===== config.mk =====
export PLATFORM = sky130hd
export DESIGN_NAME = bus_xbar_nm
export DESIGN_NICKNAME = d
export VERILOG_FILES = /design/src/rtl/bus_xbar_nm.sv
export SDC_FILE = /design/constraint.sdc
export NUM_CORES = 1
export LEC_CHECK = 0
export ABC_AREA = 0
export ABC_CLOCK_PERIOD_IN_PS = 2900
export BUFFER_PORTS_ARGS = -buffer_cell sky130_fd_sc_hd__clkbuf_2
export CAP_MARGIN = 5
export CORE_AREA = 3 3 244 246
export DETAILED_ROUTE_END_ITERATION = 7
export DIE_AREA = 0 0 247 249
export SLEW_MARGIN = 15
export SYNTH_ARGS = -nofsm -noshare
export SYNTH_HDL_FRONTEND = slang
export SYNTH_SLANG_ARGS = --single-unit

===== constraint.sdc =====
create_clock -name clk_i -period 2.9 [get_ports clk_i]
set_input_delay 0.145 -clock clk_i [delete_from_list [all_inputs] [get_ports clk_i]]
set_output_delay 0.145 -clock clk_i [all_outputs]
set_load 0.02 [all_outputs]

===== src/rtl/bus_xbar_nm.sv =====
// bus_xbar_nm: N-host x M-device crossbar for the req/gnt/rvalid memory bus.
// Hosts: req/addr/we/be/wdata in, gnt/rvalid/rdata/err out.
// Devices: req/addr/we/be/wdata out, gnt/rvalid/rdata/err in.
// Per-device round-robin arbitration, in-order id FIFOs route responses back,
// unmapped addresses get a one-cycle error response.
module bus_xbar_nm #(
   parameter int unsigned NrHosts        = 2,
   parameter int unsigned NrDevices      = 4,
   parameter int unsigned AW             = 32,
   parameter int unsigned DW             = 32,
   parameter int unsigned DevOutstanding = 2,
   parameter logic [NrDevices*AW-1:0] AddrBase = '0,
   parameter logic [NrDevices*AW-1:0] AddrMask = '0
) (
   input  logic                             clk_i,
   input  logic                             rst_ni,
   input  logic [NrHosts-1:0]               host_req_i,
   input  logic [NrHosts-1:0][AW-1:0]       host_addr_i,
   input  logic [NrHosts-1:0]               host_we_i,
   input  logic [NrHosts-1:0][DW/8-1:0]     host_be_i,
   input  logic [NrHosts-1:0][DW-1:0]       host_wdata_i,
   output logic [NrHosts-1:0]               host_gnt_o,
   output logic [NrHosts-1:0]               host_rvalid_o,
   output logic [NrHosts-1:0][DW-1:0]       host_rdata_o,
   output logic [NrHosts-1:0]               host_err_o,
   output logic [NrDevices-1:0]             dev_req_o,
   output logic [NrDevices-1:0][AW-1:0]     dev_addr_o,
   output logic [NrDevices-1:0]             dev_we_o,
   output logic [NrDevices-1:0][DW/8-1:0]   dev_be_o,
   output logic [NrDevices-1:0][DW-1:0]     dev_wdata_o,
   input  logic [NrDevices-1:0]             dev_gnt_i,
   input  logic [NrDevices-1:0]             dev_rvalid_i,
   input  logic [NrDevices-1:0][DW-1:0]     dev_rdata_i,
   input  logic [NrDevices-1:0]             dev_err_i
);

   localparam int unsigned IdW  = (NrHosts > 1) ? $clog2(NrHosts) : 1;
   localparam int unsigned PtrW = (DevOutstanding > 1) ? $clog2(DevOutstanding) : 1;
   localparam int unsigned CntW = $clog2(DevOutstanding + 1);

   typedef logic [IdW-1:0]  id_t;
   typedef logic [PtrW-1:0] ptr_t;

   logic [NrHosts-1:0] busy_q, busy_d, err_pend_q, err_pend_d;
   logic [NrDevices-1:0] lock_q, lock_d;
   id_t  [NrDevices-1:0] win_q, win_d, rr_q, rr_d;
   id_t  [NrDevices-1:0][DevOutstanding-1:0] fifo_q, fifo_d;
   ptr_t [NrDevices-1:0] wptr_q, wptr_d, rptr_q, rptr_d;
   logic [NrDevices-1:0][CntW-1:0] cnt_q, cnt_d;

   logic [NrHosts-1:0]                 hit, rsp_v, rsp_err, busy_eff, gnt;
   logic [NrHosts-1:0][NrDevices-1:0]  sel;
   logic [NrHosts-1:0][DW-1:0]         rsp_data;
   logic [NrDevices-1:0]               pop, dreq, wv;

   function automatic ptr_t ptr_inc(input ptr_t p);
      return (p == ptr_t'(DevOutstanding - 1)) ? '0 : p + 1'b1;
   endfunction

   // Address decode, lowest matching device index wins.
   always_comb begin
      hit = '0;
      sel = '0;
      for (int h = 0; h < int'(NrHosts); h++) begin
         for (int d = 0; d < int'(NrDevices); d++) begin
            if (!hit[h] && ((host_addr_i[h] & AddrMask[d*AW +: AW])
                            == AddrBase[d*AW +: AW])) begin
               sel[h][d] = 1'b1;
               hit[h]    = 1'b1;
            end
         end
      end
   end

   // Response routing: FIFO head of a responding device names the host.
   always_comb begin
      pop      = '0;
      rsp_v    = '0;
      rsp_err  = '0;
      rsp_data = '0;
      for (int d = 0; d < int'(NrDevices); d++) begin
         pop[d] = dev_rvalid_i[d] && (cnt_q[d] != '0);
         for (int h = 0; h < int'(NrHosts); h++) begin
            if (pop[d] && fifo_q[d][rptr_q[d]] == id_t'(h)) begin
               rsp_v[h]    = 1'b1;
               rsp_data[h] = dev_rdata_i[d];
               rsp_err[h]  = dev_err_i[d];
            end
         end
      end
      for (int h = 0; h < int'(NrHosts); h++) begin
         if (err_pend_q[h]) begin
            rsp_v[h]    = 1'b1;
            rsp_err[h]  = 1'b1;
            rsp_data[h] = '0;
         end
      end
   end

   // Arbitration, FIFO bookkeeping and busy tracking.
   always_comb begin
      int   idx;
      logic full;
      logic fire;
      idx        = 0;
      full       = 1'b0;
      fire       = 1'b0;
      // A response this cycle frees the host for a new grant this cycle.
      busy_eff   = busy_q & ~rsp_v;
      gnt        = '0;
      dreq       = '0;
      wv         = '0;
      win_d      = '0;
      lock_d     = '0;
      rr_d       = rr_q;
      fifo_d     = fifo_q;
      wptr_d     = wptr_q;
      rptr_d     = rptr_q;
      cnt_d      = cnt_q;
      err_pend_d = '0;
      for (int d = 0; d < int'(NrDevices); d++) begin
         if (lock_q[d]) begin
            win_d[d] = win_q[d];
            wv[d]    = 1'b1;
         end else begin
            for (int i = 0; i < int'(NrHosts); i++) begin
               idx = (int'(rr_q[d]) + i) % int'(NrHosts);
               if (!wv[d] && host_req_i[idx] && sel[idx][d] && !busy_eff[idx]) begin
                  win_d[d] = id_t'(idx);
                  wv[d]    = 1'b1;
               end
            end
         end
         // A pop this cycle makes room for a push in the same cycle.
         full      = (cnt_q[d] == CntW'(DevOutstanding)) && !pop[d];
         dreq[d]   = rst_ni && wv[d] && !full;
         fire      = dreq[d] && dev_gnt_i[d];
         lock_d[d] = wv[d] && !fire;
         if (fire) begin
            gnt[win_d[d]]              = 1'b1;
            rr_d[d]                    = id_t'((int'(win_d[d]) + 1) % int'(NrHosts));
            fifo_d[d][wptr_q[d]]       = win_d[d];
            wptr_d[d]                  = ptr_inc(wptr_q[d]);
         end
         if (pop[d]) begin
            rptr_d[d] = ptr_inc(rptr_q[d]);
         end
         cnt_d[d] = cnt_q[d] + CntW'(fire) - CntW'(pop[d]);
      end
      for (int h = 0; h < int'(NrHosts); h++) begin
         err_pend_d[h] = rst_ni && host_req_i[h] && !hit[h] && !busy_eff[h];
         if (err_pend_d[h]) begin
            gnt[h] = 1'b1;
         end
      end
      busy_d = busy_eff | gnt;
   end

   always_comb begin
      host_gnt_o    = '0;
      host_rvalid_o = '0;
      host_rdata_o  = '0;
      host_err_o    = '0;
      dev_req_o     = '0;
      dev_addr_o    = '0;
      dev_we_o      = '0;
      dev_be_o      = '0;
      dev_wdata_o   = '0;
      if (rst_ni) begin
         host_gnt_o    = gnt;
         host_rvalid_o = rsp_v;
         host_rdata_o  = rsp_data;
         host_err_o    = rsp_err;
         dev_req_o     = dreq;
         for (int d = 0; d < int'(NrDevices); d++) begin
            if (dreq[d]) begin
               dev_addr_o[d]  = host_addr_i[win_d[d]];
               dev_we_o[d]    = host_we_i[win_d[d]];
               dev_be_o[d]    = host_be_i[win_d[d]];
               dev_wdata_o[d] = host_wdata_i[win_d[d]];
            end
         end
      end
   end

   always_ff @(posedge clk_i) begin
      if (!rst_ni) begin
         busy_q     <= '0;
         err_pend_q <= '0;
         lock_q     <= '0;
         win_q      <= '0;
         rr_q       <= '0;
         fifo_q     <= '0;
         wptr_q     <= '0;
         rptr_q     <= '0;
         cnt_q      <= '0;
      end else begin
         busy_q     <= busy_d;
         err_pend_q <= err_pend_d;
         lock_q     <= lock_d;
         win_q      <= win_d;
         rr_q       <= rr_d;
         fifo_q     <= fifo_d;
         wptr_q     <= wptr_d;
         rptr_q     <= rptr_d;
         cnt_q      <= cnt_d;
      end
   end

   // A response with nothing outstanding is dropped.
   always_ff @(posedge clk_i) begin
      if (rst_ni) begin
         for (int d = 0; d < int'(NrDevices); d++) begin
            assert (!(dev_rvalid_i[d] && cnt_q[d] == '0))
               else $warning("bus_xbar_nm: stray response on device %0d dropped", d);
         end
      end
   end

endmodule


==> impl_metrics.py <==
metrics = {
    "drt": {
        "wirelength_mm": 55.4,
        "routed_via_density": 4.75,
        "ant_nets": 0,
        "drcViolationCount": 0,
        "routed-via-count": 12900,
        "drt-pass1-iter-count": 6,
        "first_iter_violations": 1353,
        "wire_per_inst_um": 20.4,
    },
    "floorplanning": {
        "ioPinCount": 632,
        "die_h_um": 249,
        "die_w_um": 247,
        "core_area_mm2": 0.0576,
        "rows": 88,
        "start_util_pct": 13.3,
        "die_area_mm2": 0.0615,
    },
    "global_route": {
        "antenna_found_initial": 5,
        "grt_use_total_pct": 16.6,
        "first_global_vias": 11900,
        "grt_max_degree": 70,
        "grt_pass1_wl_mm": 78.8,
        "grt_overflow_total": 0,
    },
    "power": {
        "leakage_nw": 6.11,
        "powerDensity_mw_per_mm2": 250,
        "ir_worst_vdd_mv": 0.188,
    },
    "critical_path": {
        "r2r_slack_ns": 0.37,
        "worstSetupPathType": "flop to output port",
        "rr_worst_depth": 9,
        "path_buf_inv": 1,
        "critPathMaxFanout": 13,
        "slowest_stage": "or4_4",
        "cp_top_family": "compound AO/OA/AOI/OAI gates",
        "cp.arrival_ns": 2.75,
        "r2r-end": "cnt_q[0]",
        "required_ns": 2.76,
        "worstSetupStartpointType": "flop",
        "max_stage_delay_ns": 0.50,
        "end_kind": "output port",
        "r2r_start": "rptr_q[2]",
        "cp_cell_sequence": "mux2_4 > a22o_4 > or4_4 > a32o_2 > o21ai_1 > clkbuf_2",
    },
    "clock_tree": {
        "root_buffer": "clkbuf_16",
        "cts_inserted_buffers": 5,
        "clk_path_buf_depth": 2,
        "clock-sinks": 35,
        "clk_latency_ns": 0.29,
        "h-tree-depth": 2,
        "cts_tree": "yes",
        "hold_buffers": 0,
        "cts.clk_slew.worst_paths_ns": 0.06,
    },
    "synth": {
        "synth_seq_area_share_pct": 9.15,
        "muxShareOfSynthArea_pct": 1.45,
        "syn_area_per_cell_um2": 5.62,
        "synth_compound_area_share_pct": 41.0,
        "synth_fp_nets": 1653,
        "synthSimpleGateAreaFrac_pct": 36.1,
        "yosys_warnings": 0,
        "ys_async_sr_fraction_pct": 0,
        "ys.flop_type": "dfxtp_1",
        "syn-cell-area_mm2": 0.00766,
        "synth_enable_flop_cells": 0,
        "synth_top_family_by_area": "compound AO/OA/AOI/OAI gates",
        "netlist_instances": 1363,
        "ys_types": 54,
        "yosys.area_share.xor_xnor_pct": 1.83,
        "synthAdderAreaFrac_pct": 1.31,
        "ys_seq_elements": 35,
    },
    "finish": {
        "fillCellCount": 6607,
        "seqCellArea_um2": 703,
        "multiInputGateArea_mm2": 0.00641,
        "fin_util_pct": 21.5,
        "layout_commonest_cell": "clkbuf_2",
        "final_cell_mix": "clkbuf_2 (583), nand2_1 (493), a21oi_1 (249)",
        "syn_to_final_growth_pct": 61.9,
        "drive_gt1_share_pct": 45.7,
        "nets": 2237,
    },
    "sta": {
        "rsz0062_at_grt": "true",
        "slew_headroom_pct": 49.5,
        "worst_pin_slew_ns": 0.757,
        "fin_ws_ns": 0.00485,
        "whs_ns": 0.0920,
        "min_period_over_period_pct": 99.8,
        "period_needed_ns": 2.90,
        "clock_skew_ns": 0.00558,
        "slew_viol_final": 0,
        "hold_viol_final": 0,
        "tns_ns": 0,
        "finalSetupViolCount": 0,
        "max_freq_mhz": 345,
    },
    "worst_hold_path": {
        "hold_depth": 2,
        "hold_class": "input port to flop",
        "holdPathEnd": "lock_q[1]",
        "min-delay-start": "dev_gnt_i[1]",
    },
    "outcome": {
        "status": "complete, no violations",
    },
    "placed_design": {
        "place_congestion": 0.993,
        "portBuffers": 631,
        "place_ws_ns": 0.182,
        "hpwl_mm": 41.7,
    },
    "job": {
        "maxCapViolCount": 0,
    },
}
[through the flow]
step | power [mW] | instances | area (µm²)
detailed placement | 2.40 | 2696 | 12000
CTS | 3.03 | 2713 | 12300
floorplan | 1.62 | 1363 | 7660
global route | 3.27 | 2713 | 12400
global placement | 2.41 | 2696 | 12000
finish | 3.10 | 2714 | 12400
[worst register-to-register path, delay by kind of cell (launching register included)]
kind,cells,cell delay [ns]
AOI/OAI and AO/OA,3,1.06
adders and majority gates,2,0.54
DFF,1,0.32
buffers and inverters,2,0.19
muxes,1,0.16
and+or+nand+nor,1,0.15
[power by group]
group          internal, mW  leakage [nW]  total (mW)  switching, mW
registers             0.512         0.285       0.545         0.0331
logic                 0.772          5.76        2.02           1.25
clock network         0.318        0.0679       0.533          0.216
[sequential cells by signal (all words and copies together) (netlist names)]
signal,cells
wptr_q,4
win_q,4
cnt_q,8
rr_q,1
busy_q,2
rptr_q,4
fifo_q,8
lock_q,4
[synth_stat cells, drive strengths merged, types with 2 or more instances]
| master | number | area, µm² |
|---|---|---|
| o311ai | 2 | 17.5 |
| o221ai | 33 | 289 |
| a221o | 2 | 20.0 |
| dfxtp | 35 | 701 |
| buf | 33 | 259 |
| xnor2 | 9 | 78.8 |
| nand2 | 569 | 2300 |
| or3 | 4 | 25.0 |
| o211ai | 3 | 22.5 |
| a22oi | 33 | 253 |
| and3 | 4 | 25.0 |
| inv | 15 | 56.3 |
| xor2 | 7 | 61.3 |
| and2 | 8 | 50.1 |
| o22ai | 33 | 206 |
| nor3 | 34 | 170 |
| mux2 | 3 | 41.3 |
| ha | 8 | 100 |
| mux2i | 7 | 70.1 |
| a21oi | 318 | 1840 |
| a21o | 3 | 22.5 |
| clkbuf | 101 | 379 |
| a221oi | 32 | 280 |
| nand3 | 10 | 50.1 |
| o21ai | 11 | 66.3 |
| nor2 | 29 | 109 |
[final cells by class]
class	instances	share of cell area, %
inverter	15	0.454
clock buffer	7	1.07
multi-input combinational	1180	51.7
clock inverter	1	0.0404
antenna	1	0.0202
sequential	35	5.67
timing repair buffer	710	33.4
tap	765	7.72
[how the worst max path moves through the flow]
stage | start | to | slack (ns) | cells past startpoint
floorplan | rptr_q[2] | dev_addr_o[25] | 0.47 | 8
detailed placement | rptr_q[2] | dev_wdata_o[20] | 0.18 | 9
finish | rptr_q[3] | host_gnt_o[0] | 0.005 | 6
global placement | cnt_q[4] | dev_wdata_o[1] | 0.15 | 9
CTS | rptr_q[3] | dev_wdata_o[20] | -0.07 | 9
global route | rptr_q[3] | dev_be_o[0] | -0.07 | 9
[kinds of logic after synthesis]
group                      after synthesis
muxes                                   10
adders and majority gates                8
xor gates and xnor gates                16
AOI/OAI and AO/OA                      482
DFF                                     35
buffers and inverters                  149
and+or+nand+nor                        663
[per-layer routing]
metal	up-vias	GRT usage (%)	wire, µm
li1	5935	-	-
met1	6042	23.0	23700
met2	802	26.6	25300
met3	118	2.67	4880
met4	6	4.39	1400
met5	-	0	50
[timing repair]
item	4_1_cts	5_1_grt
pin swaps	1	1
setup endpoints to repair	70	69
gates cloned	1	0
resized for setup	24	85
buffers inserted	8	0
No activity file was read; power rests on OpenSTA's default activity.
